### src/rtl/alu_instr_encoder_pkg.sv
// alu_instr_encoder_pkg: ALU op codes, RV32I opcode/funct fields and the instruction packing helpers
package alu_instr_encoder_pkg;

    typedef enum logic [3:0] {
        ALU_ADD  = 4'd0,
        ALU_SUB  = 4'd1,
        ALU_SLL  = 4'd2,
        ALU_SLT  = 4'd3,
        ALU_SLTU = 4'd4,
        ALU_XOR  = 4'd5,
        ALU_SRL  = 4'd6,
        ALU_SRA  = 4'd7,
        ALU_OR   = 4'd8,
        ALU_AND  = 4'd9
    } alu_op_e;

    localparam logic [6:0] OPC_OP     = 7'b0110011;
    localparam logic [6:0] OPC_OP_IMM = 7'b0010011;
    localparam logic [6:0] F7_BASE    = 7'b0000000;
    localparam logic [6:0] F7_ALT     = 7'b0100000;

    localparam logic [2:0] F3_ADD_SUB = 3'b000;
    localparam logic [2:0] F3_SLL     = 3'b001;
    localparam logic [2:0] F3_SLT     = 3'b010;
    localparam logic [2:0] F3_SLTU    = 3'b011;
    localparam logic [2:0] F3_XOR     = 3'b100;
    localparam logic [2:0] F3_SRL_SRA = 3'b101;
    localparam logic [2:0] F3_OR      = 3'b110;
    localparam logic [2:0] F3_AND     = 3'b111;

    // Codes above ALU_AND are unassigned and rejected by the encoder.
    function automatic logic op_defined(input logic [3:0] op);
        return op <= ALU_AND;
    endfunction

    function automatic logic is_shift(input logic [3:0] op);
        return (op == ALU_SLL) || (op == ALU_SRL) || (op == ALU_SRA);
    endfunction

    function automatic logic [2:0] f3_of(input logic [3:0] op);
        logic [2:0] f3;
        case (op)
            ALU_SLL:          f3 = F3_SLL;
            ALU_SLT:          f3 = F3_SLT;
            ALU_SLTU:         f3 = F3_SLTU;
            ALU_XOR:          f3 = F3_XOR;
            ALU_SRL, ALU_SRA: f3 = F3_SRL_SRA;
            ALU_OR:           f3 = F3_OR;
            ALU_AND:          f3 = F3_AND;
            default:          f3 = F3_ADD_SUB;
        endcase
        return f3;
    endfunction

    function automatic logic [6:0] f7_of(input logic [3:0] op);
        return ((op == ALU_SUB) || (op == ALU_SRA)) ? F7_ALT : F7_BASE;
    endfunction

    // Register form, shift-immediate form (shamt in imm[4:0]) or plain 12-bit immediate form.
    function automatic logic [31:0] encode(
        input logic [3:0]  op,
        input logic        imm_form,
        input logic [4:0]  rd,
        input logic [4:0]  rs1,
        input logic [4:0]  rs2,
        input logic [11:0] imm
    );
        logic [2:0] f3;
        logic [6:0] f7;
        f3 = f3_of(op);
        f7 = f7_of(op);
        return !imm_form    ? {f7, rs2, rs1, f3, rd, OPC_OP} :
               is_shift(op) ? {f7, imm[4:0], rs1, f3, rd, OPC_OP_IMM} :
                              {imm, rs1, f3, rd, OPC_OP_IMM};
    endfunction

endpackage

### src/rtl/alu_instr_encoder_fifo.sv
// instr_fifo2: two-entry registered valid/ready FIFO; accepts a push on a full queue only alongside a pop
module instr_fifo2 #(
    parameter int             W       = 40,
    parameter logic [W-1:0]   RST_VAL = '0
) (
    input  logic         clk,
    input  logic         rst_n,
    input  logic         in_valid,
    output logic         in_ready,
    input  logic [W-1:0] in_data,
    output logic         out_valid,
    input  logic         out_ready,
    output logic [W-1:0] out_data
);

    logic [W-1:0] mem_q [2];
    logic [W-1:0] mem_d [2];
    logic         wr_ptr_q, wr_ptr_d;
    logic         rd_ptr_q, rd_ptr_d;
    logic [1:0]   cnt_q, cnt_d;
    logic         push, pop;

    assign in_ready  = (cnt_q != 2'd2) || out_ready;
    assign out_valid = cnt_q != 2'd0;
    assign out_data  = mem_q[rd_ptr_q];

    // Pointer/count update; when full, the write slot equals the slot being popped this cycle.
    always_comb begin
        push     = in_valid && in_ready;
        pop      = out_valid && out_ready;
        mem_d    = mem_q;
        if (push) mem_d[wr_ptr_q] = in_data;
        wr_ptr_d = wr_ptr_q ^ push;
        rd_ptr_d = rd_ptr_q ^ pop;
        cnt_d    = cnt_q + 2'(push) - 2'(pop);
    end

    // Storage and pointers; reset empties the queue and restores the idle output word.
    always_ff @(posedge clk or negedge rst_n) begin
        if (!rst_n) begin
            mem_q    <= '{default: RST_VAL};
            wr_ptr_q <= 1'b0;
            rd_ptr_q <= 1'b0;
            cnt_q    <= 2'd0;
        end else begin
            mem_q    <= mem_d;
            wr_ptr_q <= wr_ptr_d;
            rd_ptr_q <= rd_ptr_d;
            cnt_q    <= cnt_d;
        end
    end

endmodule

### src/rtl/alu_instr_encoder.sv
// alu_instr_encoder: packs ALU requests into RV32I OP/OP-IMM words and streams them with word addresses
module alu_instr_encoder
    import alu_instr_encoder_pkg::*;
#(
    parameter int            AW        = 8,
    parameter logic [AW-1:0] BASE_ADDR = '0
) (
    input  logic          clk,
    input  logic          rst_n,
    input  logic          req_valid,
    output logic          req_ready,
    input  logic [3:0]    req_alu_op,
    input  logic          req_is_imm,
    input  logic [4:0]    req_rd,
    input  logic [4:0]    req_rs1,
    input  logic [4:0]    req_rs2,
    input  logic [11:0]   req_imm,
    input  logic          addr_clr,
    output logic          out_valid,
    input  logic          out_ready,
    output logic [31:0]   out_instr,
    output logic [AW-1:0] out_addr,
    output logic          err_pulse,
    output logic [7:0]    err_cnt
);

    logic [AW-1:0]    addr_q, addr_d;
    logic             err_pulse_q, err_pulse_d;
    logic [7:0]       err_cnt_q, err_cnt_d;
    logic             legal, accept, enq_valid;
    logic [31:0]      instr;
    logic [31+AW:0]   fifo_out;

    // Legality, encoding and counters; illegal requests complete the handshake but never enqueue.
    always_comb begin
        accept      = req_valid && req_ready;
        legal       = op_defined(req_alu_op) && !(req_is_imm && (req_alu_op == ALU_SUB));
        enq_valid   = req_valid && legal;
        instr       = encode(req_alu_op, req_is_imm, req_rd, req_rs1, req_rs2, req_imm);
        addr_d      = addr_clr ? BASE_ADDR : (accept && legal) ? addr_q + AW'(1) : addr_q;
        err_pulse_d = accept && !legal;
        err_cnt_d   = err_cnt_q + 8'(err_pulse_d && (err_cnt_q != 8'hFF));
    end

    // Address counter and error reporting state.
    always_ff @(posedge clk or negedge rst_n) begin
        if (!rst_n) begin
            addr_q      <= BASE_ADDR;
            err_pulse_q <= 1'b0;
            err_cnt_q   <= 8'd0;
        end else begin
            addr_q      <= addr_d;
            err_pulse_q <= err_pulse_d;
            err_cnt_q   <= err_cnt_d;
        end
    end

    instr_fifo2 #(
        .W       (32 + AW),
        .RST_VAL ({32'd0, BASE_ADDR})
    ) u_fifo (
        .clk       (clk),
        .rst_n     (rst_n),
        .in_valid  (enq_valid),
        .in_ready  (req_ready),
        .in_data   ({instr, addr_q}),
        .out_valid (out_valid),
        .out_ready (out_ready),
        .out_data  (fifo_out)
    );

    assign out_instr = fifo_out[31+AW:AW];
    assign out_addr  = fifo_out[AW-1:0];
    assign err_pulse = err_pulse_q;
    assign err_cnt   = err_cnt_q;

endmodule
### config.mk
export PLATFORM = sky130hd
export DESIGN_NAME = alu_instr_encoder
export DESIGN_NICKNAME = d
export VERILOG_FILES = /design/src/rtl/alu_instr_encoder_pkg.sv /design/src/rtl/alu_instr_encoder_fifo.sv /design/src/rtl/alu_instr_encoder.sv
export SDC_FILE = /design/constraint.sdc
export NUM_CORES = 1
export LEC_CHECK = 0
export ABC_CLOCK_PERIOD_IN_PS = 6350
export CAP_MARGIN = 15
export CORE_UTILIZATION = 55
export DETAILED_ROUTE_END_ITERATION = 8
export MAX_ROUTING_LAYER = met4
export PLACE_DENSITY = 0.81
export SYNTH_ARGS = -nofsm -noshare
export SYNTH_HDL_FRONTEND = slang
export SYNTH_SLANG_ARGS = --single-unit
### constraint.sdc
create_clock -name clk -period 6.35 [get_ports clk]
set_clock_uncertainty 0.1 [all_clocks]
set_input_delay 0.635 -clock clk [delete_from_list [all_inputs] [get_ports clk]]
set_output_delay 0.635 -clock clk [all_outputs]
set_load 0.1 [all_outputs]
==> metrics.md <==
| Metric | Value |
|---|---|
| H-tree level count | `3` |
| # port buffers | `84` |
| CTS buffer count | `9` |
| Core Box Area | `7331 um2` |
| Setup crit start kind | `flip-flop` |
| Post-CTS resize count | `0` |
| Hold Crit Class | `input port to asynchronous set/reset pin` |
| Max clock buf depth | `2` |
| N_diodes | `0` |
| Root Buffer | `clkbuf_8` |
| Peak fanout along the critical path | `42` |
| DIE HEIGHT | `89.66 um` |
| Buf+Inv Stages, Crit Path | `1` |
| Hold Buf Count CTS | `0` |
| Post-synth EDFFs | `0` |
| Global route hottest layer | `met2` |
| Worst EP arrival | `2850 ps` |
| Vias in the first global route | `2,857` |
| First-pass GRT wire length | `12,970 um` |
| Synth Flop Type | `dfrtp_1` |
| Maxcap violations | `0` |
| Die ar. | `8039 um2` |
| Fin crit period | `3585 ps` |
| Worst-path clk slew | `90 ps` |
| WL per Instance | `14.83 um` |
| Syn_area_per_cell | `11.45 um2` |
| Cell Area, Synth | `4227 um2` |
| GPL Wtd Cong | `0.7940` |
| Slowest-stage cell, CP | `clkdlybuf4s50_1` |
| RSZ-0062 raised after global routing | `false` |
| Rows | `31` |
| Worst Setup End Kind | `primary output` |
| Worst slew pin tran | `1041 ps` |
| GR Layer Usage met2 | `36.23%` |
| Share of cells above drive strength 1 | `21.67%` |
| GRT Total Usage | `22.19%` |
| Async S/R FF share, synth | `100.0%` |
| Sum of negative setup slack | `0 ps` |
| Clk sinks | `91` |
| Detail Placement HPWL | `5318 um` |
| Register bit total from synthesis | `91` |
| # DRC | `0` |
| Initial antenna violation count | `0` |
| Die Wd | `89.66 um` |
| Routing usage on met3 | `4.388%` |
| Slew headroom | `30.28%` |
| Final wirelength | `8039 um` |
| CP max stage delay | `1140 ps` |
| Initial Utilization | `57.65%` |
| Hold Violations, Final | `0` |
| Final Max Slew Viols | `0` |
| Fill cells | `533` |
| Met1 Resource Use GR | `28.05%` |
| Critical path type | `flip-flop to primary output` |
| Area grow syn2layout | `25.67%` |
| Largest net degree at the start of global routing | `68` |
| GRT overflow | `0` |
| Worst path top cell family by delay | `buffers and inverters` |
| # setup viols final | `0` |
| Worst Path Required | `5610 ps` |
| Most common cell after layout, fill and taps aside | `dfrtp_1` |
| Status | `completed` |
| Number of setup buffers added after CTS | `0` |
| Clk_lat worst skew | `350 ps` |
| Router iterations before antenna repair | `4` |
| Period utilisation layout | `56.45%` |
| Syn Inst Count | `369` |
| I/O pins | `88` |
| Final #Nets | `482` |
| Fmax | `0.2789 GHz` |
| Vias | `2,905` |
| CTS tree | `built` |
| Drt via density | `5.360` |
| Seq/Total Area, Yosys | `53.88%` |
| Synth Warn # | `0` |
| Initial DRC count | `119` |
| Netlist cell types | `39` |
| Most frequent cells in the layout | `90 x dfrtp_1, 83 x clkdlybuf4s50_1, 67 x mux2_2, 27 x a21oi_1, 22 x nor2_1` |
| CP Cell Sequence | `mux2_2 -> clkdlybuf4s50_1` |
| DRT antenna net count | `0` |
## sequential cells by signal, indices dropped and copies added, names as in the netlist
signal	count
u_fifo.rd_ptr_q	1
u_fifo.wr_ptr_q	1
err_cnt	8
u_fifo.cnt_q	2
addr_q	8
u_fifo.mem_q	70
err_pulse	1
## cell type report
| class | count | area (um2) | area share [%] |
|---|---|---|---|
| timing repair buffer | 85 | 845.8 | 15.92 |
| tap | 99 | 123.9 | 2.332 |
| inverter | 21 | 78.83 | 1.484 |
| multi-input combinational | 230 | 1737 | 32.70 |
| clock inverter | 7 | 123.9 | 2.332 |
| clock buffer | 9 | 123.9 | 2.332 |
| sequential | 91 | 2278 | 42.90 |
## per-layer routing
metal  vias up  wire [um]
met5         -          0
met2        71       3940
li1       1405          -
met3         2        307
met1      1427       3743
met4         0         48
## cell families (layout without fill, tap and decap cells)
| group | after synthesis | count (layout) | share of synthesized area, % |
|---|---|---|---|
| DFF | 91 | 91 | 53.88 |
| and+or+nand+nor | 76 | 76 | 9.059 |
| muxes | 73 | 73 | 19.27 |
| AOI/OAI and AO/OA | 60 | 60 | 7.993 |
| buffers and inverters | 50 | 122 | 5.328 |
| xor gates and xnor gates | 10 | 10 | 2.072 |
| adders and majority gates | 8 | 8 | 2.309 |
| other | 1 | 3 | 0.08872 |
## cell usage after synthesis, drive strengths merged, types with 2 or more instances
master	count	share of area, %
and3	3	0.44
dfrtp	91	54
nor2	22	2.0
or2	4	0.59
and2	2	0.30
a21oi	27	3.2
mux2i	6	1.4
nand2	11	0.98
nand3	20	2.4
inv	21	1.9
nand4	2	0.30
ha	7	2.1
mux2	67	18
buf	13	2.0
a31oi	2	0.30
xor2	3	0.62
or3	5	0.74
o21ai	26	3.1
clkbuf	16	1.4
xnor2	7	1.5
## worst register-to-register path, delay by kind of cell (launching register included)
kind            cells  cell delay [ps]
compound gates      1              260
mux                 1              450
buf+inv             1              150
simple gates        1              280
fa+ha+maj           1              870
flops               1              410
## per-stage QoR
stage          hold WS (ps)  setup WS [ps]  instances  util (%)  cell area (um2)
6_report              61.49           2765        542     72.45             5311
5_1_grt               73.31           2667        542     72.45             5311
4_1_cts               66.53           2779        542     72.45             5311
3_5_place_dp          350.3           2778        526     69.07             5064
3_3_place_gp          350.0           2827        526     69.07             5064
2_1_floorplan         239.4           2749        371         -             4234
## worst paths after layout
| path | from | end | slack (ps) | cells past startpoint |
|---|---|---|---|---|
| min in group clk | u_fifo.mem_q[12] | u_fifo.mem_q[12] | 370 | 1 |
| worst min register to register | u_fifo.mem_q[12] | u_fifo.mem_q[12] | 370 | 1 |
| worst max-delay path | u_fifo.rd_ptr_q | out_instr[0] | 2770 | 2 |
| worst min-delay path | rst_n | err_cnt[3] | 60 | 1 |
| max in group asynchronous | rst_n | u_fifo.rd_ptr_q | 4910 | 2 |
| worst max register to register | u_fifo.cnt_q[1] | u_fifo.mem_q[47] | 3750 | 5 |
Power is not shown: default switching activity piles up to over one toggle a cycle in this logic, so the estimate is an artifact.
